[src/rtl/rv32_mem_pkg.sv]
// Shared encodings and helpers for the RV32 memory stage: access sizes,
// writeback-source selects and the load/store unit state machine.
package rv32_mem_pkg;

  localparam logic [1:0] SZ_B = 2'd0;
  localparam logic [1:0] SZ_H = 2'd1;
  localparam logic [1:0] SZ_W = 2'd2;

  localparam logic [1:0] RS_MEM = 2'd0;
  localparam logic [1:0] RS_ALU = 2'd1;
  localparam logic [1:0] RS_PC4 = 2'd2;

  typedef enum logic [1:0] {
    LSU_IDLE = 2'd0,
    LSU_REQ  = 2'd1,
    LSU_DONE = 2'd2
  } lsu_state_e;

  // Size 3 is not a legal RV32 access, so it is reported like a misalignment.
  function automatic logic is_misaligned(input logic [1:0] size, input logic [1:0] offset);
    case (size)
      SZ_B:    return 1'b0;
      SZ_H:    return offset[0];
      SZ_W:    return offset != 2'b00;
      default: return 1'b1;
    endcase
  endfunction

endpackage

[src/rtl/mem_lane_align.sv]
// Byte-lane steering for the data port: byte enables and replicated store
// data on the way out, lane extraction and sign/zero extension on the way in.
module mem_lane_align
  import rv32_mem_pkg::*;
(
  input  logic [1:0]  st_size,
  input  logic [1:0]  st_offset,
  input  logic [31:0] st_data,
  output logic [3:0]  be,
  output logic [31:0] wdata,
  input  logic [1:0]  ld_size,
  input  logic [1:0]  ld_offset,
  input  logic        ld_unsigned,
  input  logic [31:0] rdata,
  output logic [31:0] ld_data
);

  logic [31:0] shifted;
  logic        ext_bit;

  always_comb begin
    // NOTE: every output gets a default before the case, so no path leaves it
    // unassigned and no latch is inferred.
    be    = 4'b0000;
    wdata = st_data;
    case (st_size)
      SZ_B: begin
        be    = 4'b0001 << st_offset;
        wdata = {4{st_data[7:0]}};
      end
      SZ_H: begin
        be    = 4'b0011 << st_offset;
        wdata = {2{st_data[15:0]}};
      end
      SZ_W:    be = 4'b1111;
      default: be = 4'b0000;
    endcase
  end

  assign shifted = rdata >> {ld_offset, 3'b000};

  always_comb begin
    ld_data = shifted;
    ext_bit = 1'b0;
    case (ld_size)
      SZ_B: begin
        ext_bit = ~ld_unsigned & shifted[7];
        ld_data = {{24{ext_bit}}, shifted[7:0]};
      end
      SZ_H: begin
        ext_bit = ~ld_unsigned & shifted[15];
        ld_data = {{16{ext_bit}}, shifted[15:0]};
      end
      default: ld_data = shifted;
    endcase
  end

endmodule

[src/rtl/mem_stage_lsu.sv]
// M-stage load/store unit: single-outstanding req/ack data port, pipeline
// stall for the duration of each access, misalignment fault without bus use.
module mem_stage_lsu
  import rv32_mem_pkg::*;
(
  input  logic        clk,
  input  logic        reset,
  input  logic        valid,
  input  logic        mem_r_w,
  input  logic [1:0]  mem_access_size,
  input  logic        mem_load_unsigned,
  input  logic        mem_write_sel,
  input  logic [1:0]  reg_store_sel,
  input  logic [31:0] addr,
  input  logic [31:0] rs2_data,
  input  logic [31:0] w_bypass_data,
  output logic        dmem_req,
  output logic        dmem_we,
  output logic [31:0] dmem_addr,
  output logic [3:0]  dmem_be,
  output logic [31:0] dmem_wdata,
  input  logic        dmem_ack,
  input  logic [31:0] dmem_rdata,
  output logic [31:0] load_data,
  output logic        stall,
  output logic        misaligned
);

  lsu_state_e  state;
  logic [1:0]  lat_size;
  logic [1:0]  lat_offset;
  logic        lat_unsigned;
  logic        lat_load;

  logic        access;
  logic        mis;
  logic        launch;
  logic [31:0] st_src;
  logic [3:0]  be_nxt;
  logic [31:0] wdata_nxt;
  logic [31:0] ld_fmt;

  assign access     = valid && (!mem_r_w || reg_store_sel == RS_MEM);
  assign mis        = is_misaligned(mem_access_size, addr[1:0]);
  assign launch     = (state == LSU_IDLE) && access && !mis;
  assign misaligned = (state == LSU_IDLE) && access && mis;
  assign stall      = launch || (state == LSU_REQ);
  assign st_src     = mem_write_sel ? w_bypass_data : rs2_data;

  mem_lane_align u_align (
    .st_size     (mem_access_size),
    .st_offset   (addr[1:0]),
    .st_data     (st_src),
    .be          (be_nxt),
    .wdata       (wdata_nxt),
    .ld_size     (lat_size),
    .ld_offset   (lat_offset),
    .ld_unsigned (lat_unsigned),
    .rdata       (dmem_rdata),
    .ld_data     (ld_fmt)
  );

  always_ff @(posedge clk) begin
    // NOTE: sequential state uses non-blocking assignments so every register
    // samples pre-edge values regardless of statement order.
    if (reset) begin
      state      <= LSU_IDLE;
      dmem_req   <= 1'b0;
      dmem_we    <= 1'b0;
      dmem_addr  <= '0;
      dmem_be    <= '0;
      dmem_wdata <= '0;
      load_data  <= '0;
    end else begin
      case (state)
        LSU_IDLE: begin
          if (launch) begin
            dmem_addr  <= {addr[31:2], 2'b00};
            dmem_we    <= !mem_r_w;
            dmem_be    <= be_nxt;
            dmem_wdata <= wdata_nxt;
            dmem_req   <= 1'b1;
            state      <= LSU_REQ;
          end
        end
        LSU_REQ: begin
          if (dmem_ack) begin
            if (lat_load) load_data <= ld_fmt;
            dmem_req <= 1'b0;
            dmem_we  <= 1'b0;
            state    <= LSU_DONE;
          end
        end
        LSU_DONE: state <= LSU_IDLE;
        default:  state <= LSU_IDLE;
      endcase
    end
  end

  // NOTE: lane info is deliberately not reset; it is only read in REQ, which
  // is always entered through a launch that writes it.
  always_ff @(posedge clk) begin
    if (launch) begin
      lat_size     <= mem_access_size;
      lat_offset   <= addr[1:0];
      lat_unsigned <= mem_load_unsigned;
      lat_load     <= mem_r_w;
    end
  end

endmodule
[config.mk]
export PLATFORM = sky130hd
export DESIGN_NAME = mem_stage_lsu
export DESIGN_NICKNAME = d
export VERILOG_FILES = /design/src/rtl/rv32_mem_pkg.sv /design/src/rtl/mem_lane_align.sv /design/src/rtl/mem_stage_lsu.sv
export SDC_FILE = /design/constraint.sdc
export NUM_CORES = 1
export LEC_CHECK = 0
export BUFFER_PORTS_ARGS = -buffer_cell sky130_fd_sc_hd__buf_2
export CORE_MARGIN = 5
export CORE_UTILIZATION = 40
export DETAILED_ROUTE_END_ITERATION = 10
export HOLD_SLACK_MARGIN = 0.08
export PLACE_DENSITY_LB_ADDON = 0.3
export SLEW_MARGIN = 20
export SYNTH_ARGS = -nofsm -noshare
export SYNTH_HDL_FRONTEND = slang
export SYNTH_SLANG_ARGS = --single-unit
[constraint.sdc]
create_clock -name clk -period 4.2 [get_ports clk]
set_clock_uncertainty 0.15 [all_clocks]
set_input_delay 0 -clock clk [delete_from_list [all_inputs] [get_ports clk]]
set_output_delay 0 -clock clk [all_outputs]
set_load 0.05 [all_outputs]
After elaboration in Yosys (flattened, before gate mapping)
Cells that the tools add are included.
{ "classes": {"n_eq_ne": 6, "shift": 3, "mux": 13, "n_bitwise": 3, "n_reduce_logical": 18} }
{ "ops": {"columns": ["op", "count"], "rows": [
  ["$pmux 32 s2", 2],
  ["$mux 32", 1],
  ["$shr 32x5->32", 1],
  ["$pmux 4 s3", 1],
  ["$logic_not 2->1", 4],
  ["$eq 2x1->1 const B", 3],
  ["$reduce_and 3->1", 2],
  ["$logic_and 1x1->1", 4],
  ["$mux 2", 2],
  ["$ne 2x2->1 const B", 2],
  ["$pmux 1 s2", 2],
  ["$pmux 2 s2", 1],
  ["$reduce_and 2->1", 2],
  ["$reduce_bool 2->1", 2],
  ["$shl 1x2->4 const A", 1],
  ["$shl 2x2->4 const A", 1],
  ["$mux 1", 3],
  ["$pmux 1 s3", 1],
  ["$and 1x1->1", 2],
  ["$eq 2x2->1 const B", 1],
  ["$logic_not 1->1", 2],
  ["$logic_or 1x1->1", 2],
  ["$not 1->1", 1]
]} }
{ "word_totals": {"regBits": 108, "inputBits": 139, "output_inout_bits": 104, "word_cells": 54} }

Longest topological paths before layout
Gate-level depths: netlist of run 1.
{ "depth": {"ltp_word": 7, "mapped_depth": 8} }

Cells and area by module
Synthesis of run 1 repeated with hierarchy kept, for this count alone.
{ "unflattened": {"cells_unflattened": 668, "hier_area_um2": 6216.0} }
{ "by_module_without_submodules": {"columns": ["mod", "instances", "cells_per_inst", "area_each_um2"], "rows": [
  ["mem_stage_lsu", 1, 495, 4922.2],
  ["mem_lane_align", 1, 173, 1293.7]
]} }

Worst setup path after synthesis of run 1
No wires, ideal clock.
{ "synth_timing": {"path_kind": "flip-flop to output port", "from": "reg state[1]", "to": "out misaligned", "arrival_time_ps": 1756, "t_required_ps": 4050, "path_slack_ps": 2294, "path_stages_with_launch": 4, "path_buffers": 0, "cell_sequence": "dfxtp_1 -> nor3b_1 -> nand2_1 -> nor3_1"} }
{ "synth_via": {"elab_chain_len": 3} }
{ "synth_lines": {"columns": ["element", "line_no", "rtl"], "rows": [
  ["from (decl)", "mem_stage_lsu.sv:29", "lsu_state_e state;"],
  ["from (signal assigned)", "mem_stage_lsu.sv:67", "state <= LSU_IDLE;"],
  ["from (signal assigned)", "mem_stage_lsu.sv:83", "state <= LSU_REQ;"],
  ["from (signal assigned)", "mem_stage_lsu.sv:91", "state <= LSU_DONE;"],
  ["$logic_not 2->1", "mem_stage_lsu.sv:46", "assign misaligned = (state == LSU_IDLE) && access && mis;"],
  ["$logic_and 1x1->1 (2 in a row)", "mem_stage_lsu.sv:46", null],
  ["to (decl)", "mem_stage_lsu.sv:26", "output logic misaligned"]
]} }
Every way passes these cells.

Worst setup path after layout of run 1
{ "layout_timing": {"from": "reg lat_offset[1]", "to": "reg load_data[5]"} }
{ "layout_via": {"elab_chain_len": 2} }
{ "layout_lines": {"columns": ["element", "line_no", "rtl"], "rows": [
  ["from (decl)", "mem_stage_lsu.sv:31", "logic [1:0] lat_offset;"],
  ["from (signal assigned)", "mem_stage_lsu.sv:105", "lat_offset <= addr[1:0];"],
  ["$shr 32x5->32", "mem_lane_align.sv:40", "assign shifted = rdata >> {ld_offset, 3'b000};"],
  ["$pmux 32 s2", "mem_lane_align.sv:45", "case (ld_size)"],
  ["to (signal assigned)", "mem_stage_lsu.sv:88", "if (lat_load) load_data <= ld_fmt;"],
  ["to (decl)", "mem_stage_lsu.sv:24", "output logic [31:0] load_data,"]
]} }
Every way passes these cells.
A chain may end at the register's enable or synchronous reset.

==> metrics.md, run 1 <==
| Metric | Value |
|---|---|
| Register area share after synthesis | `42.9%` |
| Most common cell after layout, fill and taps aside | `buf_2` |
| Synth cell types | `33` |
| DRC Markers | `0` |
| Clk sink count | `108` |
| Setup violations, final | `0` |
| Status | `finished clean` |
| Post-CTS sizing | `0` |
| Row Count | `41` |
| Synthesis-to-layout area growth | `56.8%` |
| Drt pass-1 iters | `5` |
| Worst-path fanout max | `19` |
| Cell Pwr Density | `319 nW/um2` |
| Cell area after synthesis | `5180 um2` |
| Synth top area share | `39.4%` |
| Total core area | `12700 um2` |
| Mean post-synth cell area | `9.02 um2` |
| Number of synthesized flops with an enable pin | `6` |
| CP endpoint kind | `flop` |
| Synth Area in Compound Gates | `13.6%` |
| Most frequent cells in the layout | `buf_2 (239), dlygate4sd3_1 (139), nand2_1 (129)` |
| Drt via density | `5.26` |
| CTS tree | `built` |
| Routed via count | `5775` |
| Finished Layout Cells | `1097` |
| I/O pin count | `243` |
| Placed cells | `940` |
| Clock root cell | `clkbuf_16` |
| First-pass GRT wire length | `29400 um` |
| F_max | `319 MHz` |
| Synth area leaders | `dfxtp_1 (39%), mux4_2 (11%), nand2_1 (9.3%)` |
| Cell taking the most area after synthesis | `dfxtp_1` |
| Crit start category | `flop` |
| WL/cell | `17.7 um` |
| Post-CTS setup buffers | `0` |
| Gpl congestion | `0.916` |
| Clock latency on the worst-skew pair | `0.35 ns` |
| Worst hold path type | `in2reg` |
| Vias in the first global route | `5957` |
| Final Max Tran Viols | `0` |
| Worst slew pin tran | `1.07 ns` |
| Synthesis-stage register bit count | `108` |
| Final min period | `3.14 ns` |
| Port buffer count | `240` |
| Worst EP required | `4.23 ns` |
| RSZ-0062 raised after global routing | `no` |
| Tcrit/Tclk final | `74.7%` |
| Final nets | `1058` |
| Die H | `124 um` |
| Arr. time, crit path | `3.17 ns` |
| Initial antenna violation count | `0` |
| Largest net degree at the start of global routing | `103` |
| Layout fillers | `999` |
| Post-route ant nets | `0` |
| CTS Buf Count | `9` |
| Share of post-route cells with drive strength above 1 | `35.0%` |
| CP Class | `reg2reg` |
| Hold Fails Final Rpt | `0` |
| Pre-CTS WS | `1.27 ns` |
| Post-route setup TNS | `0 ns` |
| Post-Syn Instances | `575` |
| Largest family of logic cells by synthesized area | `multiplexers` |
| Max Cap Viol | `0` |
| Gr usage total | `24.7%` |
| Setup WS post-layout | `1.06 ns` |
| Ys async rst share | `0%` |
| Worst slew margin | `28.4%` |
| H-tree levels | `3` |
| Chip width | `124 um` |
| Synth Area in XOR/XNOR | `0%` |
| Die area | `15300 um2` |
| Static Leak | `3.50 nW` |
| Mux cell area share after synthesis | `20.9%` |
| Top FF cell, synth | `dfxtp_1` |
| Multi-input gate area | `2740 um2` |
| Worst-path clk slew | `0.08 ns` |
| Initial DRC count | `407` |
| Simple-Gate Fraction of Synth Area | `18.0%` |
| Grt ovf | `0` |
| Post-Synth Adder-Cell Area | `0%` |
| Seq. cell area | `2220 um2` |
| Final Util | `64.2%` |
| Clock tree buffer depth | `2` |
| Initial Util | `40.9%` |
| Synth warnings | `0` |
| Peak VDD IR | `162 uV` |
| HPWL after DPL | `12500 um` |
| Drt total wl | `19400 um` |
| WHS | `0.106 ns` |
## timing repair
action	4_1_cts	5_1_grt
setup endpoints to repair	0	0
hold buffers	139	0
hold endpoints to repair	106	0
## final cells by class
cell class | instances | area share, %
Clock buffer | 10 | 3.08
Tap cell | 172 | 2.65
Antenna cell | 1 | 0.0308
Clock inverter | 6 | 0.631
Multi-Input combinational cell | 416 | 33.7
Inverter | 1 | 0.0462
Sequential cell | 108 | 27.3
Timing Repair Buffer | 383 | 32.5
## registers in the layout, summed over array words and instances, names as in the netlist
register and count:
dmem_be 4, dmem_we 1, lat_unsigned 1, lat_offset 2, dmem_req 1, lat_size 2
load_data 32, lat_load 1, dmem_addr 30, dmem_wdata 32, state 2
## path summary, 6_finish.rpt
kind / startpoint / slack, ns / endpoint / cells after the start
hold / removal: dmem_rdata[10] / 0.11 / load_data[10]$_SDFFE_PP0P_ / 5
hold reg to reg: dmem_wdata[11]$_SDFFE_PP0P_ / 0.31 / dmem_wdata[11]$_SDFFE_PP0P_ / 2
setup / recovery: lat_offset[1]$_DFFE_PP_ / 1.06 / load_data[5]$_SDFFE_PP0P_ / 5
setup reg to reg: lat_offset[1]$_DFFE_PP_ / 1.06 / load_data[5]$_SDFFE_PP0P_ / 5
## per-layer routing
metal	GRT usage [%]	up-vias	wire length, um
li1	-	2700	-
met1	26.2	2702	6840
met2	44.4	309	10100
met3	6.18	64	1690
met4	13.8	0	795
met5	0	-	0
## logic make-up (layout without fill, tap and decap cells)
| logic type | Yosys count | after routing |
|---|---|---|
| and+or+nand+nor | 226 | 226 |
| AOI/OAI and AO/OA | 115 | 115 |
| DFF | 108 | 108 |
| muxes | 73 | 73 |
| buffers and inverters | 52 | 400 |
| other | 1 | 3 |
## power by group
part	leakage, nW	internal (W)	switching, W
combinational	2.46	0.000279	0.000355
sequential	0.884	0.00107	0.0000257
clock	0.150	0.000449	0.000409
total	3.50	0.00180	0.000790
## cell usage after synthesis (all sizes together), types with 2 or more instances
cell type  instances
dfxtp            102
clkbuf            31
edfxtp             6
mux2i             17
buf               20
o2bb2ai            7
o211ai            10
a21oi             70
nand2            129
nor3              24
or2                2
a211oi            24
mux4              25
mux2              31
nand2b             4
nor2b              7
nor2              55
## through the flow
| stage | instance area (um2) | power, W |
|---|---|---|
| floorplan | 5190 | 0.00146 |
| global placement | 6400 | 0.00161 |
| detailed placement | 6400 | 0.00162 |
| CTS | 8100 | 0.00260 |
| global route | 8130 | 0.00269 |
| finish | 8130 | 0.00259 |
## worst max-delay path, stage by stage, from the launching register on
cell and delay (ns):
edfxtp_1 0.93, mux2_2 0.44, dlygate4sd3_1 0.57, o211ai_1 0.17
dlygate4sd3_1 0.61, a21oi_1 0.09
Power figures use the tool's default switching activity.
==> inputs of run 2 (changes only) <==
- clock period: 4.2 -> 2.9 ns (I/O delays scaled with it)
==> run 2 against run 1 <==
Global-route usage fell by 0.37 points; power rose by 45%; combinational power rose by 44%.
==> metrics.md, run 2 (synthesis results as in run 1) <==
| Metric | Value |
|---|---|
| Gpl congestion | `0.922` |
| Cell count along the critical path | `6` |
| Drt pass-1 iters | `4` |
| Clock tree buffer depth | `2` |
| Clk sink count | `108` |
| CTS tree | `built` |
| Final Util | `64.5%` |
| Worst slew margin | `29.4%` |
| Initial Util | `40.9%` |
| Chip width | `124 um` |
| CP dominant cell by count | `dlygate4sd3_1` |
| Initial antenna violation count | `1` |
| Max Cap Viol | `0` |
| Vias in the first global route | `5832` |
| Crit start category | `flop` |
| Family with the most delay on the worst path | `buffers and inverters` |
| Final nets | `1063` |
| Hold Fails Final Rpt | `0` |
| Synthesis-to-layout area growth | `57.6%` |
| Routed via count | `5679` |
| Final min period | `2.78 ns` |
| Initial DRC count | `376` |
| Most frequent cells in the layout | `buf_2 (239), dlygate4sd3_1 (137), nand2_1 (129)` |
| Post-route ant nets | `0` |
| Worst-path clk slew | `0.07 ns` |
| Largest registers | `dmem_wdata (32), load_data (32), dmem_addr (30)` |
| Clock latency on the worst-skew pair | `0.35 ns` |
| Worst r2r path cells | `6` |
| Final Max Tran Viols | `0` |
| Worst hold path type | `in2reg` |
| Layout fillers | `999` |
| CP Class | `reg2reg` |
| Worst slew pin tran | `1.06 ns` |
| Bufs and invs on worst path | `3` |
| Tot Pwr | `0.00376 W` |
| H-tree levels | `3` |
| Static Leak | `3.52 nW` |
| Port buffer count | `240` |
| Status | `finished clean` |
| Drt via density | `5.14` |
| Slowest CP cell | `dlygate4sd3_1` |
| HPWL after DPL | `12600 um` |
| Arr. time, crit path | `2.81 ns` |
| Die area | `15300 um2` |
| I/O pin count | `243` |
| Row Count | `41` |
| Post-route setup TNS | `0 ns` |
| F_max | `360 MHz` |
| Placed cells | `948` |
| WL/cell | `17.2 um` |
| Grt ovf | `0` |
| Gr usage total | `24.3%` |
| Hold-critical path depth | `5` |
| Worst-path fanout max | `16` |
| Total core area | `12700 um2` |
| RSZ-0062 raised after global routing | `no` |
| CTS Buf Count | `9` |
| Peak VDD IR | `301 uV` |
| CP endpoint kind | `flop` |
| Die H | `124 um` |
| Drt total wl | `19000 um` |
| Finished Layout Cells | `1104` |
| Critical path cell sequence | `buf_6 > mux2_2 > dlygate4sd3_1 > o211ai_1 > dlygate4sd3_1 > a21oi_1` |
| Setup violations, final | `0` |
| Most common cell after layout, fill and taps aside | `buf_2` |
| CP max stage delay | `0.61 ns` |
| DRC Markers | `0` |
| First-pass GRT wire length | `28900 um` |
| Clock root cell | `clkbuf_16` |
| Largest net degree at the start of global routing | `103` |
| Cell Pwr Density | `461 nW/um2` |
| Worst EP required | `2.93 ns` |
| Tcrit/Tclk final | `95.8%` |
| WHS | `0.0905 ns` |
| Share of post-route cells with drive strength above 1 | `35.2%` |
==> run 2: cell count changes in the layout (fill, tap and decap cells not counted), sizes merged <==
cell,before,now
buf,244,251
clkbuf,10,13
clkinv,3,2
diode,1,4
dlygate4sd3,139,137
inv,4,1
==> run 2: final timing paths <==
kind / startpoint / endpoint / slack [ns]
worst min register to register: dmem_addr[6]$_SDFFE_PP0P_ / dmem_addr[6]$_SDFFE_PP0P_ / 0.31
worst min-delay path: dmem_rdata[12] / load_data[12]$_SDFFE_PP0P_ / 0.09
worst max-delay path: lat_offset[1]$_DFFE_PP_ / load_data[4]$_SDFFE_PP0P_ / 0.12
worst max register to register: lat_offset[1]$_DFFE_PP_ / load_data[4]$_SDFFE_PP0P_ / 0.12
==> run 2: worst min-delay path, cell delays in order <==
cell and delay, ns:
buf_2 0.07, mux2i_1 0.08, o2bb2ai_1 0.16, a21oi_1 0.07, nor3_1 0.15
==> run 2: final cells by class <==
class                           instances  area [um2]  area share (%)
Timing Repair Buffer                  388        2670            32.7
Inverter                                1        3.75          0.0459
Multi-Input combinational cell        416        2740            33.5
Clock inverter                          2        13.8           0.168
Sequential cell                       108        2220            27.2
Clock buffer                           13         293            3.58
Antenna cell                            4        10.0           0.123
Tap cell                              172         215            2.63
==> run 2: power by group <==
| part | switching, W | internal, W |
|---|---|---|
| Clock | 0.000551 | 0.000707 |
| Combinational | 0.000512 | 0.000405 |
| Sequential | 0.0000321 | 0.00156 |
==> run 2: layer usage <==
| metal | global-route usage (%) | vias up | wire, um |
|---|---|---|---|
| li1 | - | 2714 | - |
| met1 | 26.1 | 2669 | 7000 |
| met2 | 43.6 | 236 | 9820 |
| met3 | 6.90 | 58 | 1410 |
| met4 | 12.2 | 2 | 716 |
| met5 | 0 | - | 13 |
==> run 2: what timing repair did <==
action / CTS / global route
setup buffers: 0 / 0
hold endpoints to repair: 107 / 0
gates resized for setup: 0 / 1
hold buffers: 137 / 0
setup endpoints to repair: 0 / 1
==> run 2: per-stage QoR <==
stage,area (um2),worst slack (ns)
floorplan,5190,0.994
global placement,6480,0.856
detailed placement,6480,0.746
CTS,8160,0.153
global route,8160,0.0329
finish,8170,0.121
==> inputs of run 3 (changes only) <==
- GPL_TIMING_DRIVEN: unset -> 0
==> run 3 against run 2 <==
Non-clock buffer count up 47; via count grew 5.4%; combinational power grew 4.5%; worst hold slack gained 0.0012 ns; sequential cell count unchanged; register-to-register slack about the same; sequential share of layout area is 0.61 points lower; routed wire length rose by 9.2%; critical path type unchanged; largest cell class is now buffers.
==> metrics.md, run 3 (synthesis results as in run 1) <==
| Metric | Value |
|---|---|
| Final nets | `1110` |
| Die H | `124 um` |
| Worst-path fanout max | `10` |
| HPWL after DPL | `13700 um` |
| Vias in the first global route | `6233` |
| Final Util | `66.0%` |
| CTS Buf Count | `9` |
| Seq. cell area | `2220 um2` |
| First-pass GRT wire length | `31100 um` |
| Row Count | `41` |
| Worst hold path type | `in2reg` |
| Worst slew pin tran | `0.691 ns` |
| Share of post-route cells with drive strength above 1 | `34.3%` |
| Clock root cell | `clkbuf_16` |
| Grt ovf | `0` |
| Initial antenna violation count | `0` |
| Clock latency on the worst-skew pair | `0.35 ns` |
| Largest net degree at the start of global routing | `20` |
| Critical path cell sequence | `clkbuf_4 > buf_6 > mux2_2 > dlygate4sd3_1 > o211ai_1 > dlygate4sd3_1 > a21oi_1` |
| Most common cell after layout, fill and taps aside | `buf_2` |
| Routed via count | `5984` |
| Gr usage total | `26.6%` |
| Worst EP required | `2.97 ns` |
| Finished Layout Cells | `1149` |
| RSZ-0062 raised after global routing | `no` |
| Post-CTS setup buffers | `0` |
| Setup violations, final | `0` |
| Worst slew margin | `53.8%` |
| Synthesis-to-layout area growth | `61.2%` |
| Crit start category | `flop` |
| Multi-input gate area | `2730 um2` |
| Layout fillers | `1025` |
| Total core area | `12700 um2` |
| I/O pin count | `243` |
| Drt pass-1 iters | `7` |
| Peak VDD IR | `324 uV` |
| Die area | `15300 um2` |
| Worst hold start | `dmem_rdata[15]` |
| Chip width | `124 um` |
| Clock tree buffer depth | `2` |
| Largest registers | `dmem_wdata (32), load_data (32), dmem_addr (30)` |
| Cell Pwr Density | `451 nW/um2` |
| Worst-path clk slew | `0.07 ns` |
| Gpl congestion | `0.881` |
| Port buffer count | `238` |
| Worst r2r dst | `load_data[1]$_SDFFE_PP0P_` |
| Worst r2r path cells | `7` |
| Status | `finished clean` |
| Placed cells | `986` |
| Initial DRC count | `410` |
| Drt via density | `5.21` |
| Reg2Reg Setup Slack | `0.13 ns` |
| Clk sink count | `108` |
| CP max stage delay | `0.59 ns` |
| Final Max Tran Viols | `0` |
| Tcrit/Tclk final | `95.4%` |
| Static Leak | `3.64 nW` |
| H-tree levels | `3` |
| CP endpoint kind | `flop` |
| Hold EP | `load_data[15]$_SDFFE_PP0P_` |
| Slowest CP cell | `dlygate4sd3_1` |
| Max Cap Viol | `0` |
| CTS tree | `built` |
| Post-route setup TNS | `0 ns` |
| Hold Fails Final Rpt | `0` |
| Final min period | `2.77 ns` |
| CP dominant cell by count | `dlygate4sd3_1` |
| Hold-critical path depth | `5` |
| Drt total wl | `20700 um` |
| F_max | `362 MHz` |
| DRC Markers | `0` |
| CP Class | `reg2reg` |
| R2R Path Start | `lat_offset[1]$_DFFE_PP_` |
| Arr. time, crit path | `2.84 ns` |
| Post-route ant nets | `0` |
| WL/cell | `18.0 um` |
| Initial Util | `40.9%` |
| Most frequent cells in the layout | `buf_2 (251), dlygate4sd3_1 (146), nand2_1 (129)` |
==> run 3: cell types whose count changed in the layout (fill, tap and decap cells not counted), moves of 2 or more <==
cell           change
buf_4              -8
inv_8              +2
buf_6              +2
diode_2            -3
clkbuf_16          -2
clkbuf_1          +30
dlygate4sd3_1      +9
inv_6              +2
buf_2             +12
==> run 3: cell type report <==
type,instances,share of cell area [%]
antenna,1,0.0299
buffer,51,2.89
clock buffer,10,2.86
clock inverter,6,0.614
inverter,1,0.0449
multi-input combinational,416,32.7
sequential,108,26.6
tap,172,2.58
timing repair buffer,384,31.7
==> run 3: per-stage QoR <==
stage          power (W)  worst slack [ns]  area (um2)  hold WS, ns
6_report         0.00377             0.134        8360       0.0917
5_1_grt          0.00391            0.0329        8350        0.146
4_1_cts          0.00376            0.0582        8350       0.0818
3_5_place_dp     0.00237             0.655        6590       0.0318
3_3_place_gp     0.00237             0.644        6590       0.0291
2_1_floorplan    0.00212             0.994        5190      -0.0511
==> run 3: worst max-delay path: cells and delay by family (launching register included) <==
family | cells | cell delay, ns
muxes | 1 | 0.35
AOI/OAI and AO/OA | 2 | 0.23
buffers and inverters | 4 | 1.58
DFF | 1 | 0.32
==> run 3: what timing repair did <==
action,4_1_cts,5_1_grt
hold buffers,146,0
setup endpoints to repair,0,5
gates resized for setup,0,4
endpoints found under the hold margin,108,0
==> run 3: worst max path at each step <==
stage                     slack, ns                     from                        end  depth (start not counted)
final                          0.13  lat_offset[1]$_DFFE_PP_  load_data[1]$_SDFFE_PP0P_                          7
after global routing           0.03  lat_offset[1]$_DFFE_PP_  load_data[1]$_SDFFE_PP0P_                          7
after CTS                      0.06  lat_offset[1]$_DFFE_PP_  load_data[4]$_SDFFE_PP0P_                          7
after detailed placement       0.65    state[1]$_SDFFE_PP0P_      lat_size[1]$_DFFE_PP_                          5
after floorplan                0.99    state[1]$_SDFFE_PP0P_                 misaligned                          3
after global placement         0.64    state[0]$_SDFFE_PP0P_      lat_size[1]$_DFFE_PP_                          5
==> run 3: layer usage <==
layer  up-vias  GRT usage (%)  wire length [um]
li1       2807              -                 -
met1      2799           27.6              7370
met2       310           48.9             10900
met3        68           7.13              1640
met4         0           13.6               820
met5         -              0                 0
==> run 3: power by group <==
part | total [W] | switching [W] | internal, W
Sequential | 0.00159 | 0.0000313 | 0.00156
Combinational | 0.000958 | 0.000538 | 0.000420
Clock | 0.00123 | 0.000601 | 0.000625
Total | 0.00377 | 0.00117 | 0.00260
